==> config.mk <==
export PLATFORM = sky130hd
export DESIGN_NAME = avalon_window_bridge
export DESIGN_NICKNAME = d
export VERILOG_FILES = /design/src/rtl/avalon_window_bridge.sv
export SDC_FILE = /design/constraint.sdc
export NUM_CORES = 1
export LEC_CHECK = 0
export CAP_MARGIN = 15
export CELL_PAD_IN_SITES_DETAIL_PLACEMENT = 1
export CELL_PAD_IN_SITES_GLOBAL_PLACEMENT = 2
export CORE_MARGIN = 3
export CORE_UTILIZATION = 37
export DETAILED_ROUTE_END_ITERATION = 6
export DONT_BUFFER_PORTS = 1
export PLACE_DENSITY_LB_ADDON = 0.12
export SYNTH_ARGS = -nofsm -noshare
export SYNTH_HDL_FRONTEND = slang
export SYNTH_SLANG_ARGS = --single-unit
==> constraint.sdc <==
create_clock -name clock -period 3.3 [get_ports clock]
set_clock_uncertainty 0.15 [all_clocks]
set_input_delay 0.495 -clock clock [delete_from_list [all_inputs] [get_ports clock]]
set_output_delay 0.495 -clock clock [all_outputs]
set_load 0.02 [all_outputs]
==> src/rtl/avalon_window_bridge.sv <==
// Bridges the HPS acknowledge-handshake bus onto 2**WIN_SEL_W local slave windows.
// Every upstream request completes exactly once, either normally or via error/timeout.
module avalon_window_bridge #(
   parameter int ADDR_W    = 24,
   parameter int DATA_W    = 32,
   parameter int WIN_SEL_W = 2,
   parameter int TIMEOUT   = 255,
   parameter logic [DATA_W-1:0] ERR_DATA = 32'hDEADBEEF,
   localparam int NUM_WIN  = 2**WIN_SEL_W
) (
   input  logic                          clock,
   input  logic                          resetn,
   input  logic [ADDR_W-1:0]             avl_address,
   input  logic [DATA_W/8-1:0]           avl_byte_enable,
   input  logic                          avl_read,
   input  logic                          avl_write,
   input  logic [DATA_W-1:0]             avl_write_data,
   output logic                          avl_acknowledge,
   output logic [DATA_W-1:0]             avl_read_data,
   input  logic [NUM_WIN-1:0]            win_enable,
   output logic [NUM_WIN-1:0]            loc_sel,
   output logic [ADDR_W-WIN_SEL_W-1:0]   loc_addr,
   output logic [DATA_W/8-1:0]           loc_byte_enable,
   output logic                          loc_read,
   output logic                          loc_write,
   output logic [DATA_W-1:0]             loc_write_data,
   input  logic [DATA_W-1:0]             loc_read_data,
   input  logic                          loc_ready,
   output logic [7:0]                    err_count,
   output logic [ADDR_W-1:0]             err_addr
);

   localparam int BE_W  = DATA_W / 8;
   localparam int OFF_W = ADDR_W - WIN_SEL_W;
   localparam int CNT_W = $clog2(TIMEOUT + 1);
   localparam logic [CNT_W-1:0] CNT_LAST = CNT_W'(TIMEOUT - 1);

   typedef enum logic [1:0] {IDLE, ACCESS, ACK, HOLD} state_t;

   state_t                 state, state_next;
   logic [ADDR_W-1:0]      addr_q;
   logic [BE_W-1:0]        be_q;
   logic [DATA_W-1:0]      wdata_q;
   logic [DATA_W-1:0]      rdata_q;
   logic                   write_q;
   logic                   err_q;
   logic [WIN_SEL_W-1:0]   win_q;
   logic [CNT_W-1:0]       cnt_q;
   logic [7:0]             err_count_q;
   logic [ADDR_W-1:0]      err_addr_q;

   logic                   load;
   logic                   start_err;
   logic                   timeout_err;
   logic                   capture;
   logic [WIN_SEL_W-1:0]   win_idx;

   assign win_idx = avl_address[ADDR_W-1 -: WIN_SEL_W];

   always_comb begin
      state_next  = state;
      load        = 1'b0;
      start_err   = 1'b0;
      timeout_err = 1'b0;
      capture     = 1'b0;
      unique case (state)
         IDLE: begin
            if (avl_read || avl_write) begin
               load = 1'b1;
               // Both strobes at once, or a disabled window, completes as an error without touching the slave.
               if ((avl_read && avl_write) || !win_enable[win_idx]) begin
                  start_err  = 1'b1;
                  state_next = ACK;
               end else begin
                  state_next = ACCESS;
               end
            end
         end
         ACCESS: begin
            if (loc_ready) begin
               capture    = !write_q;
               state_next = ACK;
            end else if (cnt_q == CNT_LAST) begin
               timeout_err = 1'b1;
               state_next  = ACK;
            end
         end
         ACK:  state_next = HOLD;
         HOLD: begin
            if (!avl_read && !avl_write) state_next = IDLE;
         end
         default: state_next = IDLE;
      endcase
   end

   always_ff @(posedge clock) begin
      if (!resetn) begin
         state       <= IDLE;
         addr_q      <= '0;
         be_q        <= '0;
         wdata_q     <= '0;
         rdata_q     <= '0;
         write_q     <= 1'b0;
         err_q       <= 1'b0;
         win_q       <= '0;
         cnt_q       <= '0;
         err_count_q <= '0;
         err_addr_q  <= '0;
      end else begin
         state <= state_next;
         if (load) begin
            addr_q  <= avl_address;
            be_q    <= avl_byte_enable;
            wdata_q <= avl_write_data;
            write_q <= avl_write && !avl_read;
            win_q   <= win_idx;
            err_q   <= start_err;
         end
         if (timeout_err) err_q <= 1'b1;
         if (capture) rdata_q <= loc_read_data;
         cnt_q <= (state == ACCESS) ? cnt_q + 1'b1 : '0;
         // Error bookkeeping happens once, in the single acknowledge cycle; the count saturates.
         if (state == ACK && err_q) begin
            if (err_count_q != 8'hFF) err_count_q <= err_count_q + 8'd1;
            err_addr_q <= addr_q;
         end
      end
   end

   assign avl_acknowledge = (state == ACK);
   assign avl_read_data   = (state == ACK && !write_q) ? (err_q ? ERR_DATA : rdata_q) : '0;
   assign loc_sel         = (state == ACCESS) ? (NUM_WIN'(1) << win_q) : '0;
   assign loc_read        = (state == ACCESS) && !write_q;
   assign loc_write       = (state == ACCESS) && write_q;
   assign loc_addr        = addr_q[OFF_W-1:0];
   assign loc_byte_enable = be_q;
   assign loc_write_data  = wdata_q;
   assign err_count       = err_count_q;
   assign err_addr        = err_addr_q;

endmodule

# Word-level counts from Yosys, hierarchy flattened
# Cells that the tools add are included.
dict set report totals {
  ff_bits 138
  word_cells 64
}
dict set report op_classes {
  addsub 2
  n_lt_le_gt_ge 1
  eq_ne 8
  shifts 1
  muxes 23
  reduce_logical 18
}
# op count
set ops {}
lappend ops {{$mux 32} 2}
lappend ops {{$add 8x1->8 const B} 2}
lappend ops {{$mux 1} 13}
lappend ops {{$mux 2} 5}
lappend ops {{$eq 8x8->1 const B} 1}
lappend ops {{$ne 8x8->1 const B} 1}
lappend ops {{$pmux 2 s4} 1}
lappend ops {{$logic_and 1x1->1} 7}
lappend ops {{$eq 2x2->1 const B} 2}
lappend ops {{$logic_not 1->1} 4}
lappend ops {{$mux 4} 1}
lappend ops {{$ne 2x2->1 const B} 2}
lappend ops {{$reduce_and 2->1} 2}
lappend ops {{$shl 1x2->4 const A} 1}
lappend ops {{$lt 2x3->1 const B} 1}
lappend ops {{$ne 3x3->1 const B} 1}
lappend ops {{$reduce_and 3->1} 1}
lappend ops {{$bmux 1 s2} 1}
lappend ops {{$eq 2x1->1 const B} 1}
lappend ops {{$logic_not 2->1} 1}
lappend ops {{$logic_or 1x1->1} 2}
lappend ops {{$reduce_bool 2->1} 1}

# Logic depth before layout (Yosys ltp)
# Gate-level depths: netlist (run 1).
dict set report depth {
  ltp_word 9
  mapped_depth 8
  ltp_nobuf 6
}

# Least setup slack after synthesis (run 1)
# Ideal clock, no wire load.
dict set report synth_timing {
  path_kind {reg-to-output}
  from {register state[0]}
  to {output port avl_read_data[10]}
  t_arrival_ps 1531
  path_slack_ps 1124
  path_stages_with_launch 7
  cell_sequence {dfxtp_1 -> inv_1 -> ha_1 -> nand2b_1 -> clkbuf_1 -> clkbuf_1 -> nor2_1}
}
dict set report synth_between {
  elab_chain_cells 3
}
# element line_no
set synth_lines {}
lappend synth_lines {{start: declaration} 40} ;# state_t state, state_next;
lappend synth_lines {{start signal: assignment} 110} ;# state <= state_next;
lappend synth_lines {{$eq 2x2->1} -}
lappend synth_lines {{named net avl_acknowledge} 18} ;# output logic avl_acknowledge,
lappend synth_lines {{$logic_and 1x1->1} 131} ;# assign avl_read_data = (state == ACK && !write_q) ? (err_q ? ERR_DATA : rdata_q) : '0;
lappend synth_lines {{$mux 32} 131}
lappend synth_lines {{end: declaration} 19} ;# output logic [DATA_W-1:0] avl_read_data,
# The timed path passes the listed nets, and every way through them passes these cells.

# Final worst setup path (run 1)
dict set report layout_timing {
  from {register state[0]}
  to {output port avl_read_data[22]}
}
dict set report layout_between {
  elab_chain_cells 3
}
# element line_no
set layout_lines {}
lappend layout_lines {{$eq 2x2->1} 131}
lappend layout_lines {{$logic_and 1x1->1} 131}
lappend layout_lines {{$mux 32} 131}
# Every way passes these cells.

==> metrics.log, run 1 <==
[metrics] Synth warnings: 0
[metrics] utilization of the core after routing: 42.4%
[metrics] top achievable clock speed: approximately 0.37 GHz
[metrics] classification of the worst setup path: flop to primary output
[metrics] number of buffers and inverters on the critical path: 2
[metrics] path category of the worst min-delay check: input port to flop
[metrics] global-route congestion overflow total: 0
[metrics] worst path cell trace: inv_1 -> ha_1 -> nand2b_1 -> buf_4 -> nor2_1 -> and2_1
[metrics] CTS Buf Count: 17
[metrics] Setup crit end kind: primary output
[metrics] Routed Wire Length: approximately 16,000 microns
[metrics] Slowest cell on crit path: sky130_fd_sc_hd__nor2_1
[metrics] die outline height: 130 microns
[metrics] layout filler cell count: 1,768
[metrics] Power Dens Cells: ~840 nW/um^2
[metrics] number of violations reported at the end of detailed-routing iteration 0: between 150 and 200
[metrics] sort of element at the start of the critical path: flop
[metrics] worst-path fanout max: 25
[metrics] global-route wire length before repair: about 24,000 microns
[metrics] die area: roughly 17,000 sq um
[metrics] final sum of negative setup slack: 0 ns
[metrics] number of enable flip-flop cells after synthesis: 0
[metrics] largest area contributor in the netlist: sky130_fd_sc_hd__dfxtp_1
[metrics] cell total after placement: around 830
[metrics] maximum cell stage delay along the critical path: 0.41 ns
[metrics] vias in the first global route: ~4.6k
[metrics] most common cell in the synthesized netlist: sky130_fd_sc_hd__nand2_1
[metrics] Worst EP required: about 2.7 ns
[metrics] ratio of routed vias to standard cells: between 5 and 6
[metrics] PostCTS Resize Cnt: 0
[metrics] Final Worst Setup Slack: 0.567 ns
[metrics] via count: ~4.4k
[metrics] Num Clock Sinks: between 100 and 150
[metrics] Multi-input gate area: around 2700 sq um
[metrics] root buffer cell: sky130_fd_sc_hd__clkbuf_16
[metrics] count of TritonRoute iterations in the first routing pass: 4
[metrics] area share of the leading cell type in the synthesized netlist: 47.5%
[metrics] maximum number of pins on one net before global-route repair: between 100 and 150
[metrics] post-CTS clock slew at the launch and capture registers of the worst setup and hold paths: around 0.060 ns
[metrics] number of I/O pins: 230
[metrics] Hold Fails Final Rpt: 0
[metrics] unique cell type count in the Yosys netlist: 38
[metrics] # diodes: 0
[metrics] Rel. slew slack: between 30% and 40%
[metrics] half-perimeter wire length after detailed placement: 10,800 microns
[metrics] area grow syn2layout: 9.61%
[metrics] remaining design rule violation count: 0
[metrics] Total Routing Usage GR: 18.2%
[metrics] final weighted congestion in routability-driven placement: approximately 0.75
[metrics] worst-skew pair later-pin latency: 0.42 ns
[metrics] proportion of layout cells with a drive suffix above 1: under 10%
[metrics] FF+latch count, synth: roughly 140
[metrics] cell family with most CP delay: simple AND/OR/NAND/NOR gates
[metrics] number of nets with antenna violations after detailed routing: 0
[metrics] Most used DFF post-synth: sky130_fd_sc_hd__dfxtp_1
[metrics] Period minus WS final: about 2.7 ns
[metrics] die width: about 130 microns
[metrics] placeable core region: around 15,000 sq um
[metrics] Worst EP arrival: 2.09 ns
[metrics] maximum buffer depth of the clock tree: 2
[metrics] minimum setup slack after placement: 0.942 ns
[metrics] worst ir drop on vdd: 374 uV
[metrics] initial standard-cell utilization of the core: 38.7%
[metrics] slew of the pin with the lowest slew margin: approximately 0.93 ns
[metrics] final net count: approximately 800
[metrics] initial antenna violation count: 0
[metrics] logic depth of the worst setup path including buffers: 6
[metrics] final count of pins violating max slew: 0
[metrics] IO Port Bufs: 0
[metrics] count of mapped cells out of synthesis: a little over 700
[metrics] unrepaired setup endpoints after global routing: false
[metrics] max-cap check violation count: 0
[metrics] final cycle utilization of the critical path: between 80% and 90%
[metrics] area taken by flip-flops and latches: around 2700 sq um
[metrics] netlist area before placement: 5730 sq um
[metrics] final number of setup-violating endpoints: 0
[metrics] share of synthesized area occupied by flip-flops and latches: between 40% and 50%
[metrics] Final Non-Filler Cells: roughly 870
[metrics] CTS Hold Bufs: 0
[metrics] Routed WL per cell: between 15 and 20 microns
[metrics] result of the run: finished, final reports clean
[metrics] average instance area after synthesis: around 8 sq um
[metrics] share of synthesized flip-flops with an asynchronous set or reset: 0%
[metrics] setup fix buffers added after clock tree synthesis: 0
[metrics] total nets after synthesis: 818
[metrics] count of standard-cell rows: 44
[metrics] Leakage Power: 2.29 nW
[metrics] clock tree from TritonCTS: built
[metrics] htree depth: 4
[metrics] logic depth of the worst register-to-register path: 7
[metrics] commonest cells in the netlist: 242 x sky130_fd_sc_hd__nand2_1, 136 x sky130_fd_sc_hd__dfxtp_1, 117 x sky130_fd_sc_hd__a21boi_0
[metrics] ranking of synthesized cells by area: sky130_fd_sc_hd__dfxtp_1 48%, sky130_fd_sc_hd__nand2_1 16%, sky130_fd_sc_hd__a21boi_0 15%, sky130_fd_sc_hd__nor2_1 4.2%, sky130_fd_sc_hd__buf_4 2.9%
[metrics] number of cells on the worst hold path: 1
-- area by class of cell --
class / instances / area share [%]
clock inverters: 15 / 2.31
multi-input cells: 503 / 42.5
flip-flops and latches: 136 / 43.4
clock buffers: 17 / 6.78
inverters: 3 / 0.179
repair buffers: 8 / 1.16
well taps: 184 / 3.67
-- cell usage in the layout (no fill, tap or decap), types with 2 or more instances in the layout --
master / synthesis / final
sky130_fd_sc_hd__nand2b_1: 2 / 2
sky130_fd_sc_hd__nor2_1: 64 / 64
sky130_fd_sc_hd__mux2i_1: 2 / 2
sky130_fd_sc_hd__nand3_1: 5 / 5
sky130_fd_sc_hd__and2_1: 14 / 14
sky130_fd_sc_hd__nor3b_1: 2 / 2
sky130_fd_sc_hd__clkinv_4: 0 / 3
sky130_fd_sc_hd__inv_1: 3 / 3
sky130_fd_sc_hd__ha_1: 8 / 8
sky130_fd_sc_hd__dfxtp_1: 136 / 136
sky130_fd_sc_hd__clkinvlp_4: 0 / 5
sky130_fd_sc_hd__inv_6: 0 / 4
sky130_fd_sc_hd__buf_4: 22 / 7
sky130_fd_sc_hd__and3_1: 5 / 5
sky130_fd_sc_hd__a21boi_0: 117 / 117
sky130_fd_sc_hd__nand2_1: 242 / 242
sky130_fd_sc_hd__nor2b_1: 5 / 4
sky130_fd_sc_hd__nand4_1: 4 / 4
sky130_fd_sc_hd__clkbuf_16: 0 / 17
sky130_fd_sc_hd__xor2_1: 7 / 7
sky130_fd_sc_hd__o21ai_0: 5 / 5
sky130_fd_sc_hd__xnor2_1: 3 / 3
-- path summary, 6_finish.rpt --
kind,startpoint,to,slack (ns)
setup reg to reg,state[1],rdata_q[3],0.98
setup / recovery,state[0],avl_read_data[22],0.57
hold / removal,loc_ready,err_q,0.06
hold reg to reg,rdata_q[7],rdata_q[7],0.31
-- registers in the layout, summed over array words and instances, names as in the netlist --
| name | count |
|---|---|
| loc_write_data | 32 |
| rdata_q | 32 |
| err_addr | 24 |
| err_q | 1 |
| loc_byte_enable | 4 |
| addr_q | 24 |
| err_count | 8 |
| cnt_q | 8 |
| write_q | 1 |
| state | 2 |
-- through the flow --
step                total power [W]  hold slack (ns)  cell area [sq um]
CTS                         0.00536           0.0385               6280
global placement            0.00345            0.295               5710
floorplan                   0.00322            0.289               5730
global route                0.00559           0.0346               6280
detailed placement          0.00350            0.306               5710
finish                      0.00525           0.0571               6280
-- logic make-up (layout without fill, tap and decap cells) --
kind of cell	after synthesis	after routing	share of synthesized area, %
xor+xnor	10	10	1.53
fa+ha+maj	8	8	1.75
simple gates	349	349	25.0
buf+inv	70	43	6.16
compound gates	132	132	17.1
flops	136	136	47.5
mux	4	4	0.939
-- layer usage --
layer  vias to the layer above  GRT usage [%]  routed length, microns
met5                         -              0                       0
met2                       146           31.1                    7540
met4                         0           6.11                     175
met3                        16           8.70                    1640
met1                      2082           20.0                    6300
li1                       2191              -                       -
-- where the power goes --
group / switching [W] / internal, W
logic: 0.000772 / 0.000343
clock network: 0.000776 / 0.00105
registers: 0.000425 / 0.00188
(Power assumes the default switching activity.)
==> run 2, diff against run 1 <==
--- a/config.mk
+++ b/config.mk
@@ -9,7 +9,7 @@
 export CELL_PAD_IN_SITES_DETAIL_PLACEMENT = 1
 export CELL_PAD_IN_SITES_GLOBAL_PLACEMENT = 2
 export CORE_MARGIN = 3
-export CORE_UTILIZATION = 37
+export CORE_UTILIZATION = 34
 export DETAILED_ROUTE_END_ITERATION = 6
 export DONT_BUFFER_PORTS = 1
 export PLACE_DENSITY_LB_ADDON = 0.12
==> constraint.sdc (replaced) <==
create_clock -name clock -period 2.6 [get_ports clock]
set_clock_uncertainty 0.15 [all_clocks]
set_input_delay 0.39 -clock clock [delete_from_list [all_inputs] [get_ports clock]]
set_output_delay 0.39 -clock clock [all_outputs]
set_load 0.02 [all_outputs]
==> run 2 against run 1 <==
Non-clock buffer count increased by 123. Largest cell class unchanged. Largest power group unchanged. Combinational power increased by 58%. Final cell count increased by 18%.
==> metrics.log, run 2 (synthesized netlist as in run 1, its figures left out) <==
[metrics] Num Clock Sinks: 136 (unchanged)
[metrics] die outline height: 136 microns (+4.1%)
[metrics] Worst EP required: 2.06 ns (-0.59 ns)
[metrics] placeable core region: 16,200 sq um (+9.2%)
[metrics] global-route congestion overflow total: 0 (unchanged)
[metrics] final sum of negative setup slack: 0 ns (unchanged)
[metrics] Hold Fails Final Rpt: 0 (unchanged)
[metrics] htree depth: 4 (unchanged)
[metrics] top achievable clock speed: between 0.4 and 0.5 GHz
[metrics] clock tree from TritonCTS: built
[metrics] ratio of routed vias to standard cells: 4.87 (-4.9%)
[metrics] layout filler cell count: 1,888 (+6.8%)
[metrics] unrepaired setup endpoints after global routing: false
[metrics] final count of pins violating max slew: 0 (unchanged)
[metrics] initial antenna violation count: 0 (unchanged)
[metrics] minimum setup slack after placement: 0.510 ns (-0.432 ns)
[metrics] Routed Wire Length: 17,500 microns (+12%)
[metrics] slew of the pin with the lowest slew margin: 0.484 ns (-0.445 ns)
[metrics] Total Routing Usage GR: 18.8% (+0.58 points)
[metrics] remaining design rule violation count: 0 (unchanged)
[metrics] maximum buffer depth of the clock tree: 2 (unchanged)
[metrics] startpoint of the lowest-slack hold path: avl_byte_enable[1]
[metrics] half-perimeter wire length after detailed placement: 11,200 microns (+4.1%)
[metrics] number of I/O pins: 230 (unchanged)
[metrics] crit path launch: state[0]
[metrics] most common cell after layout, fill and taps aside: sky130_fd_sc_hd__nand2_1
[metrics] Power Dens Cells: 959 nW/um^2 (+15%)
[metrics] Leakage Power: 2.89 nW (+26%)
[metrics] count of TritonRoute iterations in the first routing pass: 4 (unchanged)
[metrics] setup fix buffers added after clock tree synthesis: 0 (unchanged)
[metrics] final weighted congestion in routability-driven placement: 0.741 (-1.3%)
[metrics] Worst Hold Margin: 0.0140 ns (-0.0431 ns)
[metrics] Rel. slew slack: 67.6% (+30 points)
[metrics] proportion of layout cells with a drive suffix above 1: 8.82% (+2.2 points)
[metrics] Period minus WS final: 2.34 ns
[metrics] GR peak layer: met2
[metrics] maximum number of pins on one net before global-route repair: 124 (-6.1%)
[metrics] initial standard-cell utilization of the core: 35.4% (-3.3 points)
[metrics] # diodes: 0 (unchanged)
[metrics] count of standard-cell rows: 46 (+4.5%)
[metrics] result of the run: finished, final reports clean
[metrics] root buffer cell: sky130_fd_sc_hd__clkbuf_16
[metrics] die width: 136 microns (+4.1%)
[metrics] CTS Buf Count: 17 (unchanged)
[metrics] number of nets with antenna violations after detailed routing: 0 (unchanged)
[metrics] max-cap check violation count: 0 (unchanged)
[metrics] commonest cells after routing, fill and taps aside: 242 x sky130_fd_sc_hd__nand2_1, 136 x sky130_fd_sc_hd__dfxtp_1, 117 x sky130_fd_sc_hd__a21boi_0, 94 x sky130_fd_sc_hd__dlygate4sd3_1, 63 x sky130_fd_sc_hd__nor2_1
[metrics] startpoint of the most critical register-to-register path: state[0]
[metrics] met2 Use GR: 32.5% (+1.5 points)
[metrics] via count: 4,973 (+12%)
[metrics] final number of setup-violating endpoints: 0 (unchanged)
[metrics] final cycle utilization of the critical path: ~90%
[metrics] global-route wire length before repair: 27,500 microns (+14%)
[metrics] path category of the worst min-delay check: input port to flop
[metrics] die area: 18,400 sq um (+8.4%)
[metrics] Setup crit end kind: primary output
[metrics] area grow syn2layout: 32.4%
[metrics] worst-skew pair later-pin latency: 0.40 ns (-0.02 ns)
[metrics] sort of element at the start of the critical path: flop
[metrics] Final Worst Setup Slack: 0.264 ns (-0.303 ns)
[metrics] IO Port Bufs: 0 (unchanged)
[metrics] post-CTS clock slew at the launch and capture registers of the worst setup and hold paths: 0.05 ns (about the same)
[metrics] utilization of the core after routing: 46.9% (+4.5 points)
[metrics] routing usage on met1: 21.1% (+1.1 points)
[metrics] number of violations reported at the end of detailed-routing iteration 0: 175 (-3.8%)
[metrics] classification of the worst setup path: flop to primary output
[metrics] worst-path fanout max: 24 (-4.0%)
[metrics] Routed WL per cell: 17.1 microns (-5.3%)
[metrics] final net count: 901 (+16%)
[metrics] worst ir drop on vdd: 466 uV (+25%)
[metrics] Worst EP arrival: 1.80 ns (-0.29 ns)
[metrics] met3 usage: 8.02% (-0.68 points)
[metrics] vias in the first global route: 5,244 (+14%)
run 2: changes by cell type in the layout (fill, tap and decap cells not counted), sizes merged:
cell / before / now
inv: 8 / 3
clkinv: 4 / 0
buf: 8 / 37
bufinv: 1 / 4
dlygate4sd3: 0 / 94
clkinvlp: 5 / 2
clkbuf: 17 / 26
run 2: worst paths after layout:
check	cells past startpoint	endpoint	slack, ns
min reg2reg	2	rdata_q[10]	0.31
min	2	loc_byte_enable[1]	0.01
max	6	avl_read_data[15]	0.26
max reg2reg	7	err_count[7]	0.52
run 2: repair_timing:
item,4_1_cts,5_1_grt
gates resized for setup,0,1
hold buffers,95,0
endpoints found under the setup margin,0,8
endpoints found under the hold margin,124,0
run 2: critical path, cell delays in order (launching register included):
cell                       delay, ns
sky130_fd_sc_hd__dfxtp_1        0.38
sky130_fd_sc_hd__inv_1          0.10
sky130_fd_sc_hd__ha_1           0.23
sky130_fd_sc_hd__nand2b_1       0.11
sky130_fd_sc_hd__buf_4          0.29
sky130_fd_sc_hd__nor2_1         0.11
sky130_fd_sc_hd__buf_4          0.17
run 2: layout make-up:
cell class	instances	area [sq um]	share of cell area, %
flip-flops and latches	136	2720	35.9
well taps	216	270	3.56
repair buffers	131	1260	16.7
multi-input cells	503	2670	35.2
inverters	3	11.3	0.148
clock buffers	26	509	6.71
clock inverters	6	135	1.78
run 2: layer usage:
metal | share of wire, % | up-vias | wire length [microns]
met5 | 0 | - | 0
met3 | 9.1 | 16 | 1590
met2 | 49 | 164 | 8650
met1 | 40 | 2364 | 7050
met4 | 1.2 | 0 | 204
li1 | - | 2429 | -
run 2: power by group:
group          internal, W  switching (W)  total, W
clock              0.00174       0.000862   0.00260
sequential         0.00239       0.000528   0.00292
combinational     0.000658        0.00110   0.00175
run 2: per-stage QoR:
step	power, W	cell area, sq um	cells
detailed placement	0.00460	5970	894
CTS	0.00738	7580	1021
floorplan	0.00409	5730	709
global route	0.00771	7580	1021
finish	0.00727	7580	1021
global placement	0.00453	5970	894
